File: config.mk
export PLATFORM = sky130hd
export DESIGN_NAME = ps2_device_tx
export DESIGN_NICKNAME = d
export VERILOG_FILES = /design/src/rtl/ps2_pkg.sv /design/src/rtl/ps2_tx_fifo.sv /design/src/rtl/ps2_device_tx.sv
export SDC_FILE = /design/constraint.sdc
export NUM_CORES = 1
export LEC_CHECK = 0
export ABC_AREA = 1
export CAP_MARGIN = 20
export CORE_ASPECT_RATIO = 1.4
export CORE_MARGIN = 4
export CORE_UTILIZATION = 30
export DETAILED_ROUTE_END_ITERATION = 10
export GPL_TIMING_DRIVEN = 0
export PLACE_DENSITY = 0.55
export SLEW_MARGIN = 25
export SYNTH_ARGS = -nofsm -noshare
export SYNTH_HDL_FRONTEND = slang
export SYNTH_SLANG_ARGS = --single-unit
export TNS_END_PERCENT = 5
File: constraint.sdc
create_clock -name CLK25 -period 2.8 [get_ports CLK25]
set_input_delay 0.56 -clock CLK25 [delete_from_list [all_inputs] [get_ports CLK25]]
set_output_delay 0.56 -clock CLK25 [all_outputs]
set_load 0.02 [all_outputs]
File: src/rtl/ps2_pkg.sv
// Shared constants, state type and parity helper for the PS/2 device transmitter.
package ps2_pkg;

  localparam int FRAME_BITS   = 11;
  localparam int GUARD_CYCLES = 4;

  typedef enum logic [1:0] {
    ST_IDLE = 2'd0,
    ST_HIGH = 2'd1,
    ST_LOW  = 2'd2,
    ST_END  = 2'd3
  } state_e;

  function automatic logic odd_parity(input logic [7:0] b);
    return ~(^b);
  endfunction

endpackage

File: src/rtl/ps2_tx_fifo.sv
// Byte queue feeding the PS/2 transmitter; head word is visible without a read strobe.
module ps2_tx_fifo #(
  parameter int DEPTH = 8
) (
  input  logic                     clk_i,
  input  logic                     srst_i,
  input  logic                     push_i,
  input  logic                     pop_i,
  input  logic [7:0]               data_i,
  output logic [7:0]               data_o,
  output logic [$clog2(DEPTH):0]   level_o,
  output logic                     full_o,
  output logic                     empty_o
);

  localparam int AW = $clog2(DEPTH);
  localparam int LW = AW + 1;

  logic [7:0]    mem_q [DEPTH];
  logic [AW-1:0] wr_ptr_q;
  logic [AW-1:0] rd_ptr_q;
  logic [LW-1:0] level_q;
  logic          do_push;
  logic          do_pop;

  assign full_o  = (level_q == LW'(DEPTH));
  assign empty_o = (level_q == '0);
  assign level_o = level_q;
  assign do_push = push_i && !full_o;
  assign do_pop  = pop_i && !empty_o;
  // The transmitter latches the head on the cycle it starts a frame, so read is combinational.
  assign data_o  = mem_q[rd_ptr_q];

  always_ff @(posedge clk_i) begin
    if (do_push) begin
      mem_q[wr_ptr_q] <= data_i;
    end
  end

  always_ff @(posedge clk_i) begin
    if (srst_i) begin
      wr_ptr_q <= '0;
      rd_ptr_q <= '0;
      level_q  <= '0;
    end else begin
      if (do_push) begin
        wr_ptr_q <= wr_ptr_q + AW'(1);
      end
      if (do_pop) begin
        rd_ptr_q <= rd_ptr_q + AW'(1);
      end
      case ({do_push, do_pop})
        2'b10:   level_q <= level_q + LW'(1);
        2'b01:   level_q <= level_q - LW'(1);
        default: level_q <= level_q;
      endcase
    end
  end

endmodule

File: src/rtl/ps2_device_tx.sv
// PS/2 device-side transmitter: queues bytes and sends 11-bit frames on a device-clocked,
// open-collector bus, backing off on host inhibit and flagging host request-to-send.
module ps2_device_tx
  import ps2_pkg::*;
#(
  parameter int CLK_HZ      = 25_000_000,
  parameter int PS2_HZ      = 12_500,
  parameter int IDLE_CYCLES = 1250,
  parameter int FIFO_DEPTH  = 8
) (
  input  logic                          CLK25,
  input  logic                          RST,
  input  logic [7:0]                    tx_data,
  input  logic                          tx_valid,
  output logic                          tx_ready,
  input  logic                          ps2_clk_i,
  input  logic                          ps2_data_i,
  output logic                          ps2_clk_oe,
  output logic                          ps2_data_oe,
  output logic                          busy,
  output logic                          abort_p,
  output logic                          host_rts_p,
  output logic [$clog2(FIFO_DEPTH):0]   fifo_level
);

  localparam int HALF = CLK_HZ / (2 * PS2_HZ);
  localparam int PW   = $clog2(HALF + 1);
  localparam int IW   = $clog2(IDLE_CYCLES + 1);

  logic          clk_meta_q, clk_s_q, data_meta_q, data_s_q, data_s_prev_q;
  state_e        state_q, state_d;
  logic [PW-1:0] phase_q, phase_d;
  logic [IW-1:0] idle_cnt_q, idle_cnt_d;
  logic [3:0]    bit_idx_q, bit_idx_d;
  logic [10:0]   frame_q, frame_d;
  logic          abort_q, abort_d, rts_q, rts_d;
  logic          fifo_pop, fifo_full, fifo_empty, phase_last;
  logic [7:0]    fifo_head;

  ps2_tx_fifo #(.DEPTH(FIFO_DEPTH)) u_fifo (
    .clk_i   (CLK25),
    .srst_i  (RST),
    .push_i  (tx_valid),
    .pop_i   (fifo_pop),
    .data_i  (tx_data),
    .data_o  (fifo_head),
    .level_o (fifo_level),
    .full_o  (fifo_full),
    .empty_o (fifo_empty)
  );

  assign tx_ready    = !fifo_full;
  assign phase_last  = (phase_q == PW'(HALF - 1));
  assign ps2_clk_oe  = (state_q == ST_LOW);
  assign ps2_data_oe = ((state_q == ST_HIGH) || (state_q == ST_LOW)) && !frame_q[0];
  assign busy        = (state_q != ST_IDLE);
  assign abort_p     = abort_q;
  assign host_rts_p  = rts_q;

  always_comb begin
    state_d    = state_q;
    phase_d    = phase_q;
    idle_cnt_d = idle_cnt_q;
    bit_idx_d  = bit_idx_q;
    frame_d    = frame_q;
    abort_d    = 1'b0;
    rts_d      = 1'b0;
    fifo_pop   = 1'b0;
    case (state_q)
      ST_IDLE: begin
        phase_d = '0;
        rts_d   = clk_s_q && data_s_prev_q && !data_s_q;
        // Idle time is only accumulated while a byte is waiting, so a push always sees a full idle window.
        if (!clk_s_q || !data_s_q || fifo_empty) begin
          idle_cnt_d = '0;
        end else if (idle_cnt_q == IW'(IDLE_CYCLES)) begin
          state_d    = ST_HIGH;
          idle_cnt_d = '0;
          bit_idx_d  = '0;
          frame_d    = {1'b1, odd_parity(fifo_head), fifo_head, 1'b0};
        end else begin
          idle_cnt_d = idle_cnt_q + IW'(1);
        end
      end
      ST_HIGH: begin
        if ((phase_q >= PW'(GUARD_CYCLES)) && !clk_s_q) begin
          state_d    = ST_IDLE;
          phase_d    = '0;
          idle_cnt_d = '0;
          abort_d    = 1'b1;
        end else if (phase_last) begin
          state_d = ST_LOW;
          phase_d = '0;
        end else begin
          phase_d = phase_q + PW'(1);
        end
      end
      ST_LOW: begin
        if (phase_last) begin
          phase_d   = '0;
          bit_idx_d = bit_idx_q + 4'd1;
          frame_d   = {1'b1, frame_q[10:1]};
          state_d   = (bit_idx_q == 4'(FRAME_BITS - 1)) ? ST_END : ST_HIGH;
        end else begin
          phase_d = phase_q + PW'(1);
        end
      end
      ST_END: begin
        if (phase_last) begin
          fifo_pop   = 1'b1;
          state_d    = ST_IDLE;
          phase_d    = '0;
          idle_cnt_d = '0;
        end else begin
          phase_d = phase_q + PW'(1);
        end
      end
      default: state_d = ST_IDLE;
    endcase
  end

  always_ff @(posedge CLK25) begin
    if (RST) begin
      clk_meta_q    <= 1'b1;
      clk_s_q       <= 1'b1;
      data_meta_q   <= 1'b1;
      data_s_q      <= 1'b1;
      data_s_prev_q <= 1'b1;
      state_q       <= ST_IDLE;
      phase_q       <= '0;
      idle_cnt_q    <= '0;
      bit_idx_q     <= '0;
      frame_q       <= '1;
      abort_q       <= 1'b0;
      rts_q         <= 1'b0;
    end else begin
      clk_meta_q    <= ps2_clk_i;
      clk_s_q       <= clk_meta_q;
      data_meta_q   <= ps2_data_i;
      data_s_q      <= data_meta_q;
      data_s_prev_q <= data_s_q;
      state_q       <= state_d;
      phase_q       <= phase_d;
      idle_cnt_q    <= idle_cnt_d;
      bit_idx_q     <= bit_idx_d;
      frame_q       <= frame_d;
      abort_q       <= abort_d;
      rts_q         <= rts_d;
    end
  end

endmodule

# ---- Word level (Yosys, flattened, before mapping)
# Memories as Yosys holds them, arrays and structs flattened. A register that Yosys moved wholly into a read port is not among the register bits.
# Index checks and enable logic that the tools add are counted.
dict set report totals {
  mem_count 1
  mem_bits_rw 64
  latchBits 0
  romBits 0
  in_bits 13
  out_inout_bits 10
  register_bits 55
}
# name words word_bits rd rd_clocked_by_memory_dff wr line_no
set mem_list {}
lappend mem_list {u_fifo.mem_q 8 8 1 1 1 ps2_tx_fifo.sv:19} ;# logic [7:0] mem_q [DEPTH];
dict set report classes {
  n_bitwise 3
  div 0
  n_lt_le_gt_ge 1
  add_sub_neg 7
  mux 32
  shift 0
  multipliers 0
  n_reduce_logical 27
  eq_ne 15
}
# cell count
set ops {}
lappend ops {{$mux W11} 7}
lappend ops {{$pmux W11 S3} 1}
lappend ops {{$pmux W10 S3} 1}
lappend ops {{$pmux W11 S2} 1}
lappend ops {{$mux W10} 2}
lappend ops {{$pmux W4 S2} 2}
lappend ops {{$mux W2} 7}
lappend ops {{$mux W4} 3}
lappend ops {{$add A11 B1 Y11 const B} 1}
lappend ops {{$eq A11 B11 Y1 const B} 1}
lappend ops {{$add A10 B1 Y10 const B} 1}
lappend ops {{$eq A10 B10 Y1 const B} 1}
lappend ops {{$ge A10 B3 Y1 const B} 1}
lappend ops {{$add A4 B1 Y4 const B} 2}
lappend ops {{$eq A4 B4 Y1 const B} 2}
lappend ops {{$pmux W2 S4} 1}
lappend ops {{$reduce_xor A8 Y1} 1}
lappend ops {{$add A3 B1 Y3 const B} 2}
lappend ops {{$eq A2 B2 Y1 const B} 3}
lappend ops {{$logic_and A1 B1 Y1} 6}
lappend ops {{$mux W3} 2}
lappend ops {{$ne A2 B2 Y1 const B} 3}
lappend ops {{$reduce_bool A2 Y1} 3}
lappend ops {{$reduce_or A2 Y1} 3}
lappend ops {{14 further kinds} 28}

# ---- Longest topological paths before layout
dict set report depth {
  depth_word 6
  depth_mapped 18
  ltp_nobuf 16
}

# ---- Cells and area by module
# From an unflattened synthesis, not the netlist that was laid out.
dict set report hier_totals {
  cells_unflattened 644
  area_unflattened_um2 5672.9
}
# mod seq_area_each_um2 area_each_um2 cells_per_inst instances
set modules_own_cells {}
lappend modules_own_cells {ps2_tx_fifo 2182.1 3218.1 276 1}
lappend modules_own_cells {ps2_device_tx 880.8 2454.9 368 1}

# ---- Worst setup path before layout
# Ideal clock, no wire load.
dict set report synth_path {
  path_type {reg-to-reg}
  from {reg u_fifo.level_q[2] (netlist: u_fifo.level_o[2])}
  to {reg u_fifo.level_q[2] (netlist: u_fifo.level_o[2])}
  setup_ps 115
  period_less_slack_ps 2102
  path_stages_with_launch 13
  slack_ps 698
  t_required_ps 2685
  arrival_ps 1986
  cell_sequence {dfxtp_1 inv_1 nand3_1 nand2_1 ha_1 nand2_1 inv_1 nor2_1 ha_1 a21oi_1 xor2_1 o21ai_0 inv_1}
}
dict set report synth_via {
  elab_chain_cells 5
  word_cells_on_any_way 12
  cone_classes {add/sub (2); eq/ne (3); mux (1); reduce/logical (6)}
}
# item line_no
set synth_lines {}
lappend synth_lines {{start: declaration} ps2_tx_fifo.sv:22} ;# logic [LW-1:0] level_q;
lappend synth_lines {{start signal: assignment} ps2_tx_fifo.sv:53} ;# 2'b10: level_q <= level_q + LW'(1);
lappend synth_lines {{start signal: assignment} ps2_tx_fifo.sv:54} ;# 2'b01: level_q <= level_q - LW'(1);
lappend synth_lines {{start signal: assignment} ps2_tx_fifo.sv:55} ;# default: level_q <= level_q;
lappend synth_lines {{$eq A4 B4 Y1 (*)} ps2_tx_fifo.sv:26} ;# assign full_o = (level_q == LW'(DEPTH));
lappend synth_lines {{$logic_not A1 Y1 (*)} -}
lappend synth_lines {{named net tx_ready} ps2_device_tx.sv:15} ;# output logic tx_ready,
lappend synth_lines {{$logic_and A1 B1 Y1 (*)} ps2_tx_fifo.sv:29} ;# assign do_push = push_i && !full_o;
lappend synth_lines {{$eq A2 B1 Y1 or $eq A2 B2 Y1 (tied branches)} ps2_tx_fifo.sv:52} ;# case ({do_push, do_pop})
lappend synth_lines {{$pmux W4 S2 or $reduce_bool A2 Y1 (tied branches)} -}
# Mark *: on every way through the listed nets, which the timed path passes. The rest lies on a longest branch.
# A chain may end at the register's enable or synchronous reset.

# ---- Worst setup path in the final report
dict set report layout_path {
  from {reg state_q[0]}
  to {out busy}
}
dict set report layout_via {
  elab_chain_cells 1
}
# item line_no
set layout_lines {}
lappend layout_lines {{start: declaration} ps2_device_tx.sv:31} ;# state_e state_q, state_d;
lappend layout_lines {{start signal: assignment} ps2_device_tx.sv:142} ;# state_q <= state_d;
lappend layout_lines {{$reduce_bool A2 Y1} ps2_device_tx.sv:56} ;# assign busy = (state_q != ST_IDLE);
lappend layout_lines {{end: declaration} ps2_device_tx.sv:20} ;# output logic busy,
# Every way passes these cells.

==> results.ini <==
[clocking]
htree_num_levels=4
cts_tree=done
cts.sinks=121
path_clk_slew_ps=50
holdBufCountCts=0
cts.path.max_buffers=2
clock_latency_ps=420
numCtsBuffers=17
cts-root-buf=clkbuf_16
cts_resized=0
cts_setup_buffers=0

[critical_path]
crit_slowest_cell=clkdlybuf4s50_1
crit_end=busy
cp-start-kind=flop
r2r.worst_path.cells=14
crit_chain=inv_1, ha_1, inv_1, clkdlybuf4s50_1
r2r_slack_ps=370
cp.required_ps=2240
r2r_end=u_fifo.level_o[2]$_SDFFE_PP0P_
worstPathArrival_ps=1930
crit_type=reg2out
startpoint=state_q[0]$_SDFFE_PP0P_
max_stage_delay_ps=620
crit_fanout=5
r2r_start=phase_q[0]$_SDFF_PP0_
crit_path_end_kind=output pin
cpMostUsedCell=inv_1

[placed_design]
gp_congestion=0.819
dpl.cell_count=985
post-dp-hpwl_um=9300
portBuffers=22
placed_area_mm2=0.00639

[routing]
via_per_inst=4.45
firstDrtPassIters=4
wl_per_cell_um=13.1
ant_nets=0
drt-total-wl_um=13300
drc_errors=0
drt_iter0_drc=227
num_vias=4530

[sta]
finalCritPeriodShare=0.890
drv_slew=0
worst_slew_pin_slew_ps=1050
fin_skew_ps=7.96
layout_min_cycle_time_ps=2490
hold_ws_ps=405
rsz0062_at_grt=no
finalHoldViolCount=0
setup_viol=0
tns_ps=0
max_freq_mhz=401
relSlewSlack=0.299

[synth]
synth_area_per_cell_um2=8.20
synth-seq-cells=121
yosysSeqAreaShare=0.523
synth_nets=744
synth_warnings=0
netlist_area_mm2=0.00586
synth.distinct_cells=39
synth_cells=715

[grt]
gr-total-overflow=0
grt_max_degree=17
first_global_vias=4389
antenna_found_initial=0
grt_pass1_wl_um=22100
track_usage=0.129

[power_and_ir_drop]
power.density_mw_per_mm2=662
p_total_w=0.00463
switchingPower_w=0.00109
ir_drop_mv=0.387
seqPwrFrac=0.423
clkPwrFrac=0.487
p_int_w=0.00354
p_comb_frac=0.090
swShare=0.235
p_leak_nw=2.99

[hold_path]
hp-class=reg2reg

[die]
io_pins=23
design.core.area_mm2=0.0192
die_x_um=126
dieArea_mm2=0.0219
row_count=60
dieHeight_um=173
start_util=0.305

[finish]
final_area_mm2=0.00700
nets=785
final_cell_mix=nand2_1, inv_1, edfxtp_1
drive_above_1_share=0.0936
instances_no_fill=1017
areaGrowthSynthToFinish_pct=19.4
antenna_cells=0
final_common_cell=nand2_1

[outcome]
status=completed

[flow_run]
cap_violations=0

cells in the mapped netlist (all sizes together):
library cell / number / area (µm²)
nor4: 2 / 12.5
o21ai: 30 / 154
nand3: 63 / 333
a31oi: 2 / 12.5
nor3b: 2 / 20.0
a21oi: 27 / 146
dfxtp: 57 / 1140
nor3: 12 / 103
nand2: 219 / 827
nor2: 52 / 203
clkbuf: 3 / 11.3
buf: 15 / 92.6
edfxtp: 64 / 1920
clkinv: 1 / 3.75
o211ai: 7 / 52.6
nand4: 5 / 31.3
or2: 5 / 31.3
ha: 16 / 200
xor2: 7 / 61.3
xnor2: 2 / 17.5
inv: 121 / 457
o31ai: 2 / 15.0
nand2b: 1 / 13.8
worst min-delay path by stage:
stage	cells past startpoint	slack [ps]	start	to
finish	1	410	clk_meta_q$_SDFF_PP1_	clk_s_q$_SDFF_PP1_
global route	1	430	data_meta_q$_SDFF_PP1_	data_s_q$_SDFF_PP1_
CTS	1	410	clk_meta_q$_SDFF_PP1_	clk_s_q$_SDFF_PP1_
detailed placement	1	390	clk_meta_q$_SDFF_PP1_	clk_s_q$_SDFF_PP1_
global placement	1	390	clk_meta_q$_SDFF_PP1_	clk_s_q$_SDFF_PP1_
floorplan	1	390	clk_meta_q$_SDFF_PP1_	clk_s_q$_SDFF_PP1_
cells by family after synthesis:
group,Yosys count,share of synthesized area
compound gates,68,0.0649
fa+ha+maj,16,0.0342
simple gates,361,0.269
buf+inv,140,0.0963
xor+xnor,9,0.0135
flops,121,0.523
flip-flops by register name, summed over array words and instances, names as in the netlist, named ones only:
| register | count |
|---|---|
| clk_s_q | 1 |
| host_rts_p | 1 |
| abort_p | 1 |
| frame_q | 10 |
| u_fifo.wr_ptr_q | 3 |
| u_fifo.rd_ptr_q | 3 |
| data_meta_q | 1 |
| clk_meta_q | 1 |
| data_s_prev_q | 1 |
| u_fifo.mem_q | 64 |
| idle_cnt_q | 11 |
| data_s_q | 1 |
| u_fifo.level_o | 4 |
| bit_idx_q | 4 |
| state_q | 2 |
| phase_q | 10 |
routing by layer:
layer  vias up  wire length (µm)  GRT usage
li1       2357                 -          -
met1      2052              5660      0.151
met2        94              6660      0.220
met3        27               629     0.0345
met4         0               325     0.0555
met5         -                 0          0
per-stage QoR:
step	setup WS [ps]	util
5_1_grt	140	0.364
6_report	308	0.364
3_3_place_gp	141	0.333
2_1_floorplan	698	-
3_5_place_dp	104	0.333
4_1_cts	291	0.364
power groups by stage:
stage	registers (W)	logic, W	clock network [W]
global route	0.00197	0.000475	0.00240
detailed placement	0.00200	0.000420	0
finish	0.00196	0.000416	0.00226
CTS	0.00196	0.000422	0.00230
floorplan	0.00199	0.000284	0
global placement	0.00200	0.000416	0
area by class of cell:
type | count | area (µm²)
Buffer | 18 | 104
Clock buffer | 18 | 429
Clock inverter | 14 | 180
Fill cell | 2034 | 12200
Inverter | 122 | 460
Multi-Input combinational cell | 454 | 2230
Sequential cell | 121 | 3060
Tap cell | 248 | 310
Timing Repair Buffer | 22 | 220
critical path, delay by kind of cell (launching register included):
kind | cells | cell delay (ps)
buf+inv | 3 | 850
flops | 1 | 380
fa+ha+maj | 1 | 280
Power figures use the tool's default switching activity.
